--- src/rtl/apb_gpio.sv ---
// apb_gpio: 32-bit general-purpose I/O block on an APB slave port.
// Holds an output-data register and a direction register. Samples the
// external pins through a two-flop synchronizer. Every register is
// reachable with zero-wait-state APB transfers.
module apb_gpio #(
  parameter int                    DATA_WIDTH = 32,
  parameter logic [DATA_WIDTH-1:0] ID_VALUE   = 32'h4750_4901
) (
  input  logic                  PCLK,
  input  logic                  PRESETn,
  input  logic                  PSEL,
  input  logic                  PENABLE,
  input  logic [3:0]            PADDR,
  input  logic                  PWRITE,
  input  logic [DATA_WIDTH-1:0] PWDATA,
  input  logic [DATA_WIDTH-1:0] gpio_in,
  output logic [DATA_WIDTH-1:0] gpio_out,
  output logic [DATA_WIDTH-1:0] gpio_dir,
  output logic [DATA_WIDTH-1:0] PRDATA,
  output logic                  PREADY
);

  localparam logic [3:0] ADDR_ID       = 4'h0;
  localparam logic [3:0] ADDR_DATA_IN  = 4'h1;
  localparam logic [3:0] ADDR_DATA_OUT = 4'h2;
  localparam logic [3:0] ADDR_DIR      = 4'h3;

  logic [DATA_WIDTH-1:0] out_reg;
  logic [DATA_WIDTH-1:0] dir_reg;
  logic [DATA_WIDTH-1:0] sync1;
  logic [DATA_WIDTH-1:0] sync_in;

  logic                  wr_stb;
  logic                  rd_sel;
  logic [DATA_WIDTH-1:0] rd_data;

  // Pin readback: output-configured bits show the value being driven, so
  // an undriven or X pin never leaks into those bit positions.
  function automatic logic [DATA_WIDTH-1:0] pin_readback(
    input logic [DATA_WIDTH-1:0] pins,
    input logic [DATA_WIDTH-1:0] drv,
    input logic [DATA_WIDTH-1:0] dir
  );
    return (pins & ~dir) | (drv & dir);
  endfunction

  // Register-map decode for reads; unmapped words read as zero.
  function automatic logic [DATA_WIDTH-1:0] reg_decode(
    input logic [3:0]            addr,
    input logic [DATA_WIDTH-1:0] pins,
    input logic [DATA_WIDTH-1:0] drv,
    input logic [DATA_WIDTH-1:0] dir
  );
    logic [DATA_WIDTH-1:0] val;
    case (addr)
      ADDR_ID:       val = ID_VALUE;
      ADDR_DATA_IN:  val = pin_readback(pins, drv, dir);
      ADDR_DATA_OUT: val = drv;
      ADDR_DIR:      val = dir;
      default:       val = '0;
    endcase
    return val;
  endfunction

  // Every cycle with PSEL and PENABLE high is a complete transfer, so a
  // held-high select/enable pair yields back-to-back writes.
  assign wr_stb = PSEL & PENABLE & PWRITE;
  assign rd_sel = PSEL & ~PWRITE;

  // Output and direction registers; writes to read-only or unmapped
  // words fall through and leave both registers untouched.
  always_ff @(posedge PCLK or negedge PRESETn) begin
    if (!PRESETn) begin
      out_reg <= '0;
      dir_reg <= '0;
    end else if (wr_stb) begin
      case (PADDR)
        ADDR_DATA_OUT: out_reg <= PWDATA;
        ADDR_DIR:      dir_reg <= PWDATA;
        default: ;
      endcase
    end
  end

  // Two-flop synchronizer for the asynchronous input pins.
  always_ff @(posedge PCLK or negedge PRESETn) begin
    if (!PRESETn) begin
      sync1   <= '0;
      sync_in <= '0;
    end else begin
      sync1   <= gpio_in;
      sync_in <= sync1;
    end
  end

  // Combinational read data, valid in both setup and access phases.
  // It is zero whenever no read is presented.
  always_comb begin
    rd_data = '0;
    if (rd_sel) begin
      rd_data = reg_decode(PADDR, sync_in, out_reg, dir_reg);
    end
  end

  assign PRDATA   = rd_data;
  assign PREADY   = 1'b1;
  // Input-configured bits always drive 0. Writing DIR re-masks the pins
  // without disturbing out_reg.
  assign gpio_out = out_reg & dir_reg;
  assign gpio_dir = dir_reg;

endmodule

--- config.mk ---
export PLATFORM = sky130hd
export DESIGN_NAME = apb_gpio
export DESIGN_NICKNAME = d
export VERILOG_FILES = /design/src/rtl/apb_gpio.sv
export SDC_FILE = /design/constraint.sdc
export NUM_CORES = 1
export LEC_CHECK = 0
export CORE_MARGIN = 4
export CORE_UTILIZATION = 48
export CTS_BUF_LIST = sky130_fd_sc_hd__clkbuf_4 sky130_fd_sc_hd__clkbuf_8
export DETAILED_ROUTE_END_ITERATION = 12
export PLACE_DENSITY = 0.82
export SLEW_MARGIN = 20
export SYNTH_ARGS = -nofsm -noshare
export SYNTH_HDL_FRONTEND = slang
export SYNTH_SLANG_ARGS = --single-unit
--- constraint.sdc ---
create_clock -name PCLK -period 1.8 [get_ports PCLK]
set_clock_uncertainty 0.2 [all_clocks]
set_input_delay 0.18 -clock PCLK [delete_from_list [all_inputs] [get_ports PCLK]]
set_output_delay 0.18 -clock PCLK [all_outputs]
set_load 0.05 [all_outputs]
After elaboration in Yosys (flattened, before gate mapping)
Cells that the tools add are included.

operators by class
  eq/ne operators = 3
  bitwise gates (word level) = 8
  reductions and logical operators = 3
  multiplexer cells = 2

operators by type and width
  cell                                                             count
  32-bit case mux with 4 select lines                              1
  32-bit bitwise AND                                               2
  32-bit two-way mux                                               1
  32-bit inverter                                                  1
  32-bit OR                                                        1
  4-bit by 2-bit == test with 1-bit output, second input constant  2
  4-bit by 1-bit == test with 1-bit output, second input constant  1
  4-bit logical NOT                                                1
  2-bit AND reduction                                              2
  1-bit bitwise AND                                                3
  1-bit inverter                                                   1

storage, ports and cells
  output and inout bits = 97
  register bits = 128
  word-level logic and storage cells = 20
  bits of input ports = 73

Logic depth before layout (Yosys ltp)
Gate-level depths: netlist (run 1).

  depth after elaboration = 5
  depth in mapped cells = 5
  mapped depth without buffers = 3

Worst setup path before layout (run 1)
OpenSTA, ideal clock, no wires.

  path type = in2out
  from = in PADDR[3]
  to = out PRDATA[11]
  stages on the path = 5
  setup slack = -0.876 ns
  arrival = 2.296 ns
  path buffers = 2
  required time = 1.420 ns
  cell sequence = or3b_4 or2_1 clkbuf_1 buf_2 a221oi_1

between the ends
  cells in the longest elaborated chain, start to end = 3
  elaborated cells between the ends (all ways) = 6
  classes of those cells = eq/ne (3); mux (2); reduce/logical (1)

RTL lines
  what                                                                    line  RTL
  start: declaration                                                      13    input logic [3:0] PADDR,
  4-bit by 2-bit == test with 1-bit output, or another cell as far along  55    case (addr)
  32-bit case mux with 4 select lines *                                   55
  32-bit two-way mux *                                                    100   if (rd_sel) begin
  end: declaration                                                        19    output logic [DATA_WIDTH-1:0] PRDATA,

Every way passes the cells marked *; elsewhere a longest branch is shown, timed or not.

Worst setup path in the final report (run 1)
  from = reg dir_reg[11] (netlist: gpio_dir[11])
  to = out PRDATA[11]

between the ends
  cells in the longest elaborated chain, start to end = 5
  elaborated cells between the ends (all ways) = 6
  classes of those cells = mux (2); bitwise (4)

RTL lines
  what                                   line  RTL
  start: declaration                     29    logic [DATA_WIDTH-1:0] dir_reg;
  start signal: assignment               75    dir_reg <= '0;
  start signal: assignment               79    ADDR_DIR: dir_reg <= PWDATA;
  32-bit inverter                        44    return (pins & ~dir) | (drv & dir);
  32-bit bitwise AND                     44
  32-bit OR                              44
  32-bit case mux with 4 select lines *  55
  32-bit two-way mux *                   100

Marks and branches as above.

==> results of run 1 <==
layer usage:
metal	routed length, µm	part of all wire [%]
met5	14	0.081
met4	289	1.7
met3	1170	6.8
met2	8960	52
met1	6880	40
worst min path at each step:
| stage | end | slack [ns] | depth (start not counted) |
|---|---|---|---|
| final | sync1[23] | 0.02 | 1 |
| after global routing | sync1[23] | -0.01 | 1 |
| after CTS | sync1[11] | 0.0006 | 1 |
| after detailed placement | out_reg[16] | -0.20 | 1 |
| after global placement | out_reg[17] | -0.21 | 1 |
| after floorplan | gpio_dir[0] | -0.32 | 0 |
worst max-delay path, stage by stage (launching register included):
cell and delay, ns:
dfrtp_2 0.47, nand2b_4 0.10, o22ai_4 0.07, a221oi_4 0.33, buf_12 0.18
cells by family (layout without fill, tap and decap cells):
group / count (synthesis) / count (layout) / share of synthesized area (%)
compound gates: 42 / 42 / 6.39
simple gates: 73 / 76 / 8.02
buf+inv: 24 / 302 / 2.56
mux: 117 / 117 / 23.3
other cells: 1 / 1 / 0.0698
flops: 128 / 128 / 59.7
stage by stage:
step | TNS [ns] | setup slack, ns | utilization [%] | hold slack, ns
after detailed placement | -55.51 | -0.708 | 76.6 | -0.205
final | -3.50 | -0.173 | 87.6 | 0.0193
after global routing | -5.13 | -0.224 | 87.6 | -0.0147
after floorplan | -4.49 | -0.192 | - | -0.316
after CTS | -3.71 | -0.193 | 85.9 | 0.000565
after global placement | -51.63 | -0.634 | 76.6 | -0.207
layout make-up:
cell class	count	share of cell area [%]
tap	140	1.84
multi-input combinational	236	27.3
clock inverter	11	0.958
inverter	2	0.0787
sequential	128	33.7
timing repair buffer	268	33.2
clock buffer	21	2.83
power breakdown:
part,internal (µW),leakage (µW),switching [µW],total (µW)
Sequential,3150,0.00158,270,3420
Clock,1160,0.000185,1120,2270
Combinational,1030,0.00239,1070,2090
Total,5330,0.00416,2450,7780
repair_timing:
action / 4_1_cts / 5_1_grt
pin swaps: 22 / 33
setup buffers: 31 / 14
endpoints found under the hold margin: 156 / 2
resized for setup: 42 / 16
hold buffers: 30 / 2
setup endpoints to repair: 85 / 32
gates cloned: 3 / 0
placed cells by master (no fill, tap or decap), drive strengths merged:
master         count
clkinvlp           3
inv                2
or4b               3
clkdlybuf4s50     66
o21ai              1
and2              32
bufinv             1
conb               1
o22ai              9
clkinv             7
o22a              22
nand2              2
a221oi             9
buf              170
o311a              1
nor4               1
dlygate4sd3       32
nor3               3
or2                2
nand2b             9
mux2i             53
dfrtp            128
mux2              64
clkbuf            21
nor2              22
or3b               2
==> summary by stage, run 1 <==
Run status
The flow ran to the end, but the final reports show violations. The checks that failed: setup timing.

Global route
The number of global-route vias before repair is between 4000 and 5000. For met2 alone, demand over resource in global routing was 46.4%. The maximum number of pins on one net before global-route repair is 67. The global-route congestion overflow total is 0. The first-pass GRT wire length is 26.5 mm.

The total routing resource utilization after global routing is about 27%. The routing layer with the top usage in global route is met2. Global routing consumed, on the met1 layer, between 30% and 40% of the routing resources. The global-route track usage on met3 is around 7%.

The initial antenna violation count was 1.

Clock network
The tree is rooted in a clkbuf_8. The clock passes through at most 2 buffers. The register clock-pin slew on the reported worst setup and hold paths is about 0.080 ns. The number of H-tree levels is 4. The TritonCTS clock tree is yes. The number of buffers created by CTS is 17. The latest clock arrival within the worst-skew pair is approximately 0.43 ns. The clock sink count is ~130.

Detailed routing
Dividing the detail-routed via count by the number of cells gives roughly 5.3. For this block, the initial DRC count from the detailed router was just over 200. The post-detailed-route DRC marker count is 0. The first detailed-routing pass took 5 iterations.

The detailed router placed between 4000 and 5000 vias in this run. Summed over all layers, the routed wires come to 17.3 mm. In the final routed layout, each cell accounts on average for around 21 µm. The number of nets with antenna violations after detailed routing is 0.

Floorplanning
The floorplan has 38 rows. The die height is 114 µm. After floorplanning, the core was sized to cover around 11000 µm².

The starting density of the core is 49.3%. The die covers ~13000 µm². The overall die width is 114 µm. In this run the count of I/O pins placed on the die edge is 170.

Yosys
In the synthesized netlist, the cells that appear most often are dfrtp_1 (128), mux2_2 (60), mux2i_1 (53), and2_1 (32). Yosys mapped a number of flops with a built-in enable equal to 0. The most frequent cell after synthesis is dfrtp_1. The count of yosys warnings during synthesis is 0. The post-synthesis cell count is 385. The library cell occupying the most area in the post-synthesis netlist is dfrtp_1.

Sorting the synthesized cells by area gives the leading types as dfrtp_1 (60%), mux2_2 (13%), mux2i_1 (9.9%). The post-synthesis cell area is about 5400 µm². The number of distinct library cells after synthesis is 27. The synthesized design devotes to its leading area cell type about three fifths of total area.

The synthesized area per cell is around 14 µm². In the synthesized netlist the dominant register cell turns out to be dfrtp_1. For this run, the register share of the synthesized area comes to roughly 60%. The number of nets handed over by synthesis was 458. The number of flip-flops and latches in the synthesized netlist is around 130. The share of async-settable or async-resettable flops after synthesis is between 90% and 100%.

STA
The final hold violation count was 0. The maximum clock frequency is 0.507 GHz. Of the available clock period, the critical path in the final layout requires 110%.

Setup repair after global routing could not meet its margin everywhere. Setup violations remaining at the end of the flow were counted as 33. The number of pins with negative max-slew slack in the final report came to 0.

The minimum clock period after layout is 1.97 ns. Setup slack on the critical path of the routed design comes to -0.173 ns.

Pwr
For this design the ratio of total power to cell area is 816 nW/µm². Summed over all cells, the static leakage comes to approximately 0.0042 µW. The total power is around 7800 µW. IR analysis of the VDD net gives a maximum drop of 0.000504 V.

Worst setup path
The capturing point of the worst reg2reg path is gpio_dir[7]. The critical path is of the flop to primary output type. Along the worst path, the maximum fanout reaches 5. The setup slack of the most critical reg-to-reg path is ~0.53 ns. The endpoint kind of the worst setup timing path is a primary output. The worst-case reg-to-reg path depth is 3. The worst setup path is launched from a flop. The critical path starts at gpio_dir[11]. The critical path ends at PRDATA[11]. The origin of the critical flop-to-flop path is gpio_dir[7].

The required arrival time at the worst endpoint is between 1 and 1.5 ns. The data arrival time of the critical path is between 1.5 and 2 ns.

Finish
The summed area of non-filler cells in the final layout is about 9500 µm². Leaving out filler cells and counting taps, the final layout contains between 800 and 900. The fraction of final layout cells sized beyond drive strength 1 is around half. The count of fill cells added during filler insertion is 470. The layout overhead on the synthesized area is 77.6%. The area used by multi-input combinational logic is 2610 µm². The number of antenna diodes in the final layout is 0. The register area is between 3000 and 4000 µm².

After the last flow step, the layout net total stands at 726.

Place
The number of input and output port buffers inserted is 168. The post-placement cell count is 694. Summed over all nets, the half-perimeter wirelength after detailed placement is just over 10 mm.

The congestion estimate from routability-driven global placement came to roughly 0.80. The placed cell area is around 8300 µm².

Worst hold path
The startpoint identified for the worst hold timing path is gpio_in[23]. The min-delay analysis places its worst path in the category input port to flop.

Run
Max-cap violations in this run came to 0.
Power figures use the tool's default switching activity.
==> inputs of run 2 (changes only) <==
CORE_UTILIZATION = 65   (was 48)
DONT_BUFFER_PORTS = 1   (was default)
PLACE_DENSITY = 0.81   (was 0.82)
==> run 2 against run 1 <==
Effect of this change:
- the run now fails in clock tree synthesis (4_1_cts)
- synthesized cell count did not move
- synthesized area did not move
==> summary by stage, run 2 <==
Place
The placed wire-length estimate after detailed placement is 9.84 mm (-3.6%). The number of input and output port buffers inserted is 0 (-100%). The placed cell area is 7030 µm² (-16%).

The placer's final routability congestion estimate was 0.817 (+2.0%). The post-placement cell count came to 567 (-18%).

Yosys
The sequential element share of the synthesized area is 59.7% (unchanged). Sorting the synthesized cells by area gives the leading types as dfrtp_1 (60%), mux2_2 (13%), mux2i_1 (9.9%). The most common flop cell mapped by yosys is dfrtp_1. The share of async-settable or async-resettable flops after synthesis came to 100% (unchanged). The library cell occupying the most area in the post-synthesis netlist is dfrtp_1. The number of distinct library cells after synthesis is 27 (unchanged). The synthesized area per cell came to 13.9 µm² (unchanged). The net count of the mapped netlist is 458 (unchanged). The count of yosys warnings during synthesis was 0 (unchanged). The commonest cells after synthesis are dfrtp_1 (128), mux2_2 (60), mux2i_1 (53), and2_1 (32). The most frequent cell after synthesis is dfrtp_1.

The number of flops mapped to enable cells by yosys is 0 (unchanged). The number of flip-flops and latches in the synthesized netlist is 128 (unchanged). The post-synthesis cell area is 5370 µm² (unchanged). The post-synthesis cell count is 385 (unchanged). The area fraction of the dominant cell type after synthesis was 59.7% (unchanged).

Floorplanning
The number of placement rows is 32 (-16%). The starting density of the core is 68.1% (+19 points). The overall die width is 98.9 µm (-13%). The total I/O pin count came to 170 (unchanged).

The die height is 98.9 µm (-13%).

Clock network
The hold-fix buffer count after cts is 65 (+120%). The number of H-tree levels was 4 (unchanged). The number of buffers added for setup after CTS is 21 (-32%). The worst-case clock buffer depth is 2 (unchanged).

In this run the clock root is driven by a clkbuf_8. The post-cts gate resize count is 86 (+100%). The clock sink count is 128 (unchanged). The number of buffers created by CTS came to 17 (unchanged).

Run status
Progress stopped at clock tree synthesis (4_1_cts). The tool reported: "[ERROR DPL-0038] Utilization greater than 100%, impossible to legalize". The flow did not finish.
run 2: cell counts after synthesis:
Identical to the previous run, type by type.
run 2: logic make-up after synthesis:
logic type | synth area share (%)
flops | 59.7
mux | 23.3
simple gates | 8.02
compound gates | 6.39
buf+inv | 2.56
other cells | 0.0698
run 2: stage by stage:
step | setup slack, ns | hold slack (ns) | utilization (%)
3_5_place_dp | -0.128 | -0.313 | 89.1
3_3_place_gp | -0.0715 | -0.313 | 89.1
2_1_floorplan | -0.192 | -0.316 | -
==> inputs of run 3 (changes only) <==
CORE_UTILIZATION = 40   (was 65)
CTS_BUF_LIST = default   (was sky130_fd_sc_hd__clkbuf_4 sky130_fd_sc_hd__clkbuf_8)
PLACE_DENSITY = default   (was 0.81)
PLACE_DENSITY_LB_ADDON = 0.15   (was default)
==> run 3 against run 2 <==
Effect of this change:
- the flow now finishes, with violations (hold timing, setup timing)
==> summary by stage, run 3 (synthesis results as in run 1) <==
Finish
The final layout net count is 648. The area growth from synthesis to layout is 62.9%. The library cell used most frequently in the layout, excluding fill and tap cells, is dfrtp_1. Of the cells placed in the final design, the portion with a size suffix greater than 1 is 46.7%. Once layout is complete, the utilization of the core stands at approximately 66%. The library cells used most frequently in the layout, excluding fill and tap cells, are dfrtp_1 (123), dlygate4sd3_1 (64), buf_4 (64).

The count of fill cells added during filler insertion is between 900 and 1000.

STA
The tightest hold path in the finished design has a slack of -0.735 ns. The final hold violation count is 128. Setup violations remaining at the end of the flow were counted as 31. Setup repair after global routing could not meet its margin everywhere.

The fraction of the cycle the final worst path needs is 106%. The minimum clock period after layout is approximately 1.9 ns. The number of pins with negative max-slew slack in the final report is 0.

Once routing completed, OpenROAD measured the worst setup slack at -0.111 ns. Timing would allow up to 0.523 GHz.

Floorplanning
The starting density of the core is 40.7% (-27 points). The total I/O pin count is 170 (unchanged). The number of placement rows was 42 (+31%). The die height came to 124 µm (+25%). The area inside the core boundary is roughly 13000 µm². The overall die width is 124 µm (+25%). The die covers 15300 µm².

Global route
The global-route congestion overflow total is 0. The first-pass GRT wire length is ~22 mm. Global routing used about a fifth of the available tracks. The number of global-route vias before repair is a little over 4000. The maximum number of pins on one net before global-route repair is between 100 and 150.

The initial antenna violation count is 1.

Worst setup path
The critical path launch point type is a flop. For this run, the slowest stage of the critical path takes approximately 0.4 ns. The endpoint kind of the worst setup timing path is a primary output. For the worst setup path, the data arrival time is 1.53 ns. The number of buffer and inverter instances along the worst setup path is 1. For this design, the slowest cell found on the critical path is dfrtp_1. STA puts the critical path data required time at 1.42 ns. The cell family with the largest share of critical-path delay is compound AO/OA/AOI/OAI gates.

The signal on the critical path passes through nand2b_1 > o22ai_2 > a221oi_4 > buf_12. Of all nets on the critical path, the largest fanout is 4. The setup path with the least slack is of type flop to primary output.

Clock network
The buffer type at the clock tree root is clkbuf_16. The hold-fix buffer count after cts is 64 (-1.5%). The clock sink count is 128 (unchanged). The TritonCTS clock tree is yes. The number of H-tree levels is 4 (unchanged). The number of buffers created by CTS is 17 (unchanged).

The worst-case clock buffer depth is 2 (unchanged). Clock-pin slew was measured on the worst setup and hold paths at ~0.05 ns. The latest clock arrival within the worst-skew pair is 0.41 ns.

Place
The placer's final routability congestion estimate came to 0.791 (-3.1%). The placed wire-length estimate after detailed placement is 9.01 mm (-8.5%). The number of input and output port buffers inserted was 0 (unchanged).

Pwr
The power density normalized to cell area is 915 nW/µm². Across the VDD grid, the largest voltage drop is about 0.0006 V. Summed over all cells, the static leakage comes to 0.00382 µW. Power comes to about 8000 µW.

Detailed routing
The overall via count from detail_route is 3828. In the routed layout, each cell is associated on average with a via count of roughly 5.0. The first TritonRoute pass finished after 4 iterations. The post-detailed-route DRC marker count is 0. Once detail routing completed, the nets flagged for antenna violations numbered 0. The final layout contains routed wiring with a total length of 14.4 mm. The violation count after the first detailed-routing iteration is roughly 230. The average wire length per cell after detail routing is 18.8 µm.

Run
The number of maximum-capacitance constraint violations is 0.

Worst hold path
The worst hold path belongs to the class input port to async pin.

Run status
The run finished, with violations left. The checks that failed: hold timing, setup timing.
## run 3: metrics by stage
step,worst slack [ns],instances,setup TNS [ns],hold slack [ns],cell area (µm²)
finish,-0.111,764,-1.05,-0.735,8750
global route,-0.152,764,-3.21,-0.764,8750
CTS,-0.109,758,-1.63,-0.754,8580
detailed placement,-0.109,641,-4.65,-0.311,7160
global placement,-0.0822,641,-3.30,-0.312,7160
floorplan,-0.192,385,-4.49,-0.316,5840
## run 3: power by group
group,leakage [µW],internal (µW),switching [µW]
combinational,0.00198,796,867
sequential,0.00159,3150,239
clock,0.000247,1810,1140
total,0.00382,5760,2250
## run 3: repair_timing
action,4_1_cts,5_1_grt
setup buffers,20,5
pin swaps,34,12
endpoints found under the setup margin,36,45
cloned,2,0
gates resized for setup,17,33
hold endpoints to repair,224,128
## run 3: worst reg2reg max path: stages, from the launching register on
cell and delay (ns):
dfrtp_2 0.46, buf_6 0.14, buf_12 0.14, mux2_2 0.26
## run 3: cell type report
cell class	instances	area [µm²]	share of cell area (%)
flip-flops and latches	128	3210	36.7
multi-input cells	234	2570	29.3
repair buffers	192	2230	25.5
clock buffers	25	475	5.44
well taps	176	220	2.52
clock inverters	6	35.0	0.401
inverters	2	7.51	0.0858
diodes	1	2.50	0.0286
## run 3: worst paths after layout
path                                     end  cells after the start    startpoint  slack (ns)
worst max-delay path              PRDATA[24]                      4   out_reg[24]       -0.11
worst min-delay path             sync_in[17]                      0       PRESETn       -0.73
worst max register to register  gpio_dir[26]                      3  gpio_dir[26]        0.49
worst min register to register    sync_in[1]                      0      sync1[1]        0.15
max in group asynchronous        gpio_dir[8]                      0       PRESETn        1.94
min in group PCLK                out_reg[24]                      3      PADDR[0]        0.02
## run 3: per-layer routing
layer,GRT usage [%],share of wire (%),vias up
met1,24.6,41,1936
li1,-,-,1764
met4,7.34,1.3,0
met2,30.9,50,114
met3,5.99,7.0,14
met5,0,0,-
==> inputs of run 4 (changes only) <==
CTS_CLUSTER_SIZE = 20   (was default)
clock period = 2.1 ns   (was 1.8 ns; I/O delays follow)
==> run 4 against run 3 <==
Effect of this change:
- the run ends with hold timing left
- cell area fell by 11%
- final cell count fell by 7.3%
- global-route usage decreased by 1.5 points
- power fell by 13%
- largest cell class unchanged
==> summary by stage, run 4 (synthesis results as in run 1) <==
Pwr
The total power is 6990 µW (-13%). The maximum VDD drop is 0.000611 V (+2.0%). The share of power burned in combinational logic is 16.1% (-4.7 points). The leakage power is 0.00341 µW (-11%). The power density normalized to cell area is 898 nW/µm² (-1.9%).

The part of the total power dissipated in the clock network came to 42.6% (+5.7 points). The net switching power of the design is 1870 µW (-17%). The switching part of the total power was 26.7% (-1.3 points). The sequential fraction of design power was 41.4% (-0.9 points).

The total internal power is 5120 µW (-11%).

Clock network
The TritonCTS clock tree is yes. The latest clock arrival within the worst-skew pair was 0.40 ns (about the same). The register clock-pin slew on the reported worst setup and hold paths was 0.05 ns (about the same). The buffer type at the clock tree root is clkbuf_16. The number of H-tree levels was 4 (unchanged). The worst-case clock buffer depth was 2 (unchanged).

The clock sink count came to 128 (unchanged). The number of buffers created by CTS was 17 (unchanged). The hold-fix buffer count after cts is 64 (unchanged).

The post-cts gate resize count is 0 (-17). The number of buffers added for setup after CTS came to 0 (-100%).

STA
The total negative slack for setup checks came to 0 ns (+1.05 ns). Setup repair after global routing left no endpoint under its margin. For the pin with the worst max-slew slack, the measured transition is approximately 0.56 ns. The final hold violation count is 128 (unchanged).

The count of endpoints failing setup in the final report is 0 (-100%). The worst path uses 96.9% of the clock period. Measured against its own limit, the worst slew margin works out to ~63%.

The number of pins with negative max-slew slack in the final report is 0 (unchanged). The minimum clock period after layout is approximately 2 ns. The final hold slack is -0.699 ns (+0.0353 ns). The post-layout worst setup margin was 0.0657 ns (+0.177 ns).

Based on the critical path, the design can be clocked at up to between 0.4 and 0.5 GHz.

Worst setup path
The data arrival time of the critical path is 1.62 ns (+0.09 ns). The worst setup path is captured at a primary output. The setup slack of the most critical reg-to-reg path is 0.89 ns (+0.40 ns). The worst setup path is launched from an input port. The worst setup path category is input port to primary output. The most critical setup path has its endpoint at PRDATA[8].

The startpoint identified for the worst register-to-register timing path is gpio_dir[29]. The required arrival time at the worst endpoint is 1.69 ns (+0.27 ns). The launching element of the worst setup path is PADDR[3]. The worst-case reg-to-reg path depth is 2 (-1).

In this run the critical register-to-register path is captured at gpio_dir[29]. The largest fanout of any net on the critical path is 25 (+21).

Finish
The final antenna diode count is 0 (-1). Leaving out fill and tap cells, the most frequent cell in the layout is dfrtp_1. The final layout net count was 592 (-8.6%).

The fraction of final layout cells sized beyond drive strength 1 is 37.2% (-9.5 points). Compared with the post-synthesis result, the final layout area differs by 44.9%. In the layout the commonest cells are dfrtp_1 (128), dlygate4sd3_1 (64), mux2_2 (60).

The utilization after layout was 59.0% (-7.3 points). The count of fill cells added during filler insertion is 1051 (+10%). The final standard cell count with taps included and fillers excluded is 708 (-7.3%).

Floorplanning
The starting density of the core came to 40.7% (unchanged). The overall die width is 124 µm (unchanged). The total I/O pin count is 170 (unchanged). The die height is 124 µm (unchanged). The area inside the core boundary is 13200 µm² (unchanged). The full die area came to 15300 µm² (unchanged). The number of placement rows came to 42 (unchanged).

Global route
The global-route congestion overflow total came to 0 (unchanged). The initial antenna violation count came to 0 (-1). The number of global-route vias before repair is 3799 (-7.7%). The first-pass GRT wire length is 20.5 mm (-8.4%). The total routing resource utilization after global routing is 17.9% (-1.5 points).

The maximum number of pins on one net before global-route repair came to 129 (unchanged).

Detailed routing
The post-detailed-route DRC marker count is 0 (unchanged). The vias per cell is 5.06 (+1.0%). The average wire length per cell after detail routing is 18.5 µm (-1.6%). The number of detailed-routing iterations run before antenna repair came to 4 (unchanged).

The violation count after the first detailed-routing iteration is 135 (-42%). The overall via count from detail_route came to 3583 (-6.4%). The number of nets with antenna violations after detailed routing is 0 (unchanged).

The wire length after detailed routing was 13.1 mm (-8.8%).

Run status
The checks that failed: hold timing. The run finished, with violations left.

Place
The number of input and output port buffers inserted came to 0 (unchanged). The post-placement cell count is 612 (-4.5%). The post-placement worst setup slack was 0.0706 ns (+0.180 ns).

The placer's final routability congestion estimate came to 0.798 (+0.87%). The placed wire-length estimate after detailed placement came to 8.30 mm (-7.8%).

Worst hold path
The type of the most critical hold path is input port to async pin.

Run
The number of maximum-capacitance constraint violations is 0 (unchanged).
-- run 4: cell count changes in the layout (fill, tap and decap cells not counted), moves of 8 or more --
cell | previous run | this run
mux2_2 | 33 | 60
mux2_4 | 27 | 0
buf_4 | 64 | 43
buf_6 | 20 | 0
buf_12 | 42 | 30
nor2_2 | 2 | 14
nor2_4 | 20 | 8
a221oi_4 | 9 | 0
o22ai_1 | 1 | 9
-- run 4: layout make-up --
| cell class | count | area, µm² | share of cell area (%) |
|---|---|---|---|
| Sequential cell | 128 | 3200 | 41.2 |
| Multi-Input combinational cell | 233 | 2180 | 28.0 |
| Timing Repair Buffer | 137 | 1560 | 20.1 |
| Clock buffer | 22 | 474 | 6.09 |
| Tap cell | 176 | 220 | 2.83 |
| Clock inverter | 10 | 134 | 1.72 |
| Inverter | 2 | 7.51 | 0.0965 |
-- run 4: stage by stage --
stage	instance area, µm²	hold slack, ns
5_1_grt	7780	-0.724
3_5_place_dp	6530	-0.282
6_report	7780	-0.699
3_3_place_gp	6530	-0.283
2_1_floorplan	5520	-0.286
4_1_cts	7780	-0.726
-- run 4: power groups by stage --
stage	combinational, µW	sequential [µW]	clock [µW]
5_1_grt	1190	2930	3150
3_5_place_dp	1020	2930	0
2_1_floorplan	529	3180	0
3_3_place_gp	1010	2920	0
6_report	1120	2890	2970
4_1_cts	1130	2890	3060
-- run 4: worst min-delay path by stage --
stage,endpoint,slack [ns]
floorplan,gpio_dir[0],-0.29
global placement,sync_in[0],-0.28
detailed placement,gpio_dir[0],-0.28
CTS,gpio_dir[0],-0.73
global route,sync_in[0],-0.72
finish,sync_in[25],-0.70
-- run 4: layer usage --
| layer | track usage, % | vias up | wire, µm |
|---|---|---|---|
| li1 | - | 1656 | - |
| met1 | 22.3 | 1783 | 5370 |
| met2 | 28.4 | 127 | 6430 |
| met3 | 6.31 | 17 | 1040 |
| met4 | 7.13 | 0 | 249 |
| met5 | 0 | - | 0 |
-- run 4: critical path, cell delays in order --
cell,delay [ns]
or3b_4,0.37
or2_2,0.31
buf_12,0.20
a221oi_1,0.26
buf_4,0.26
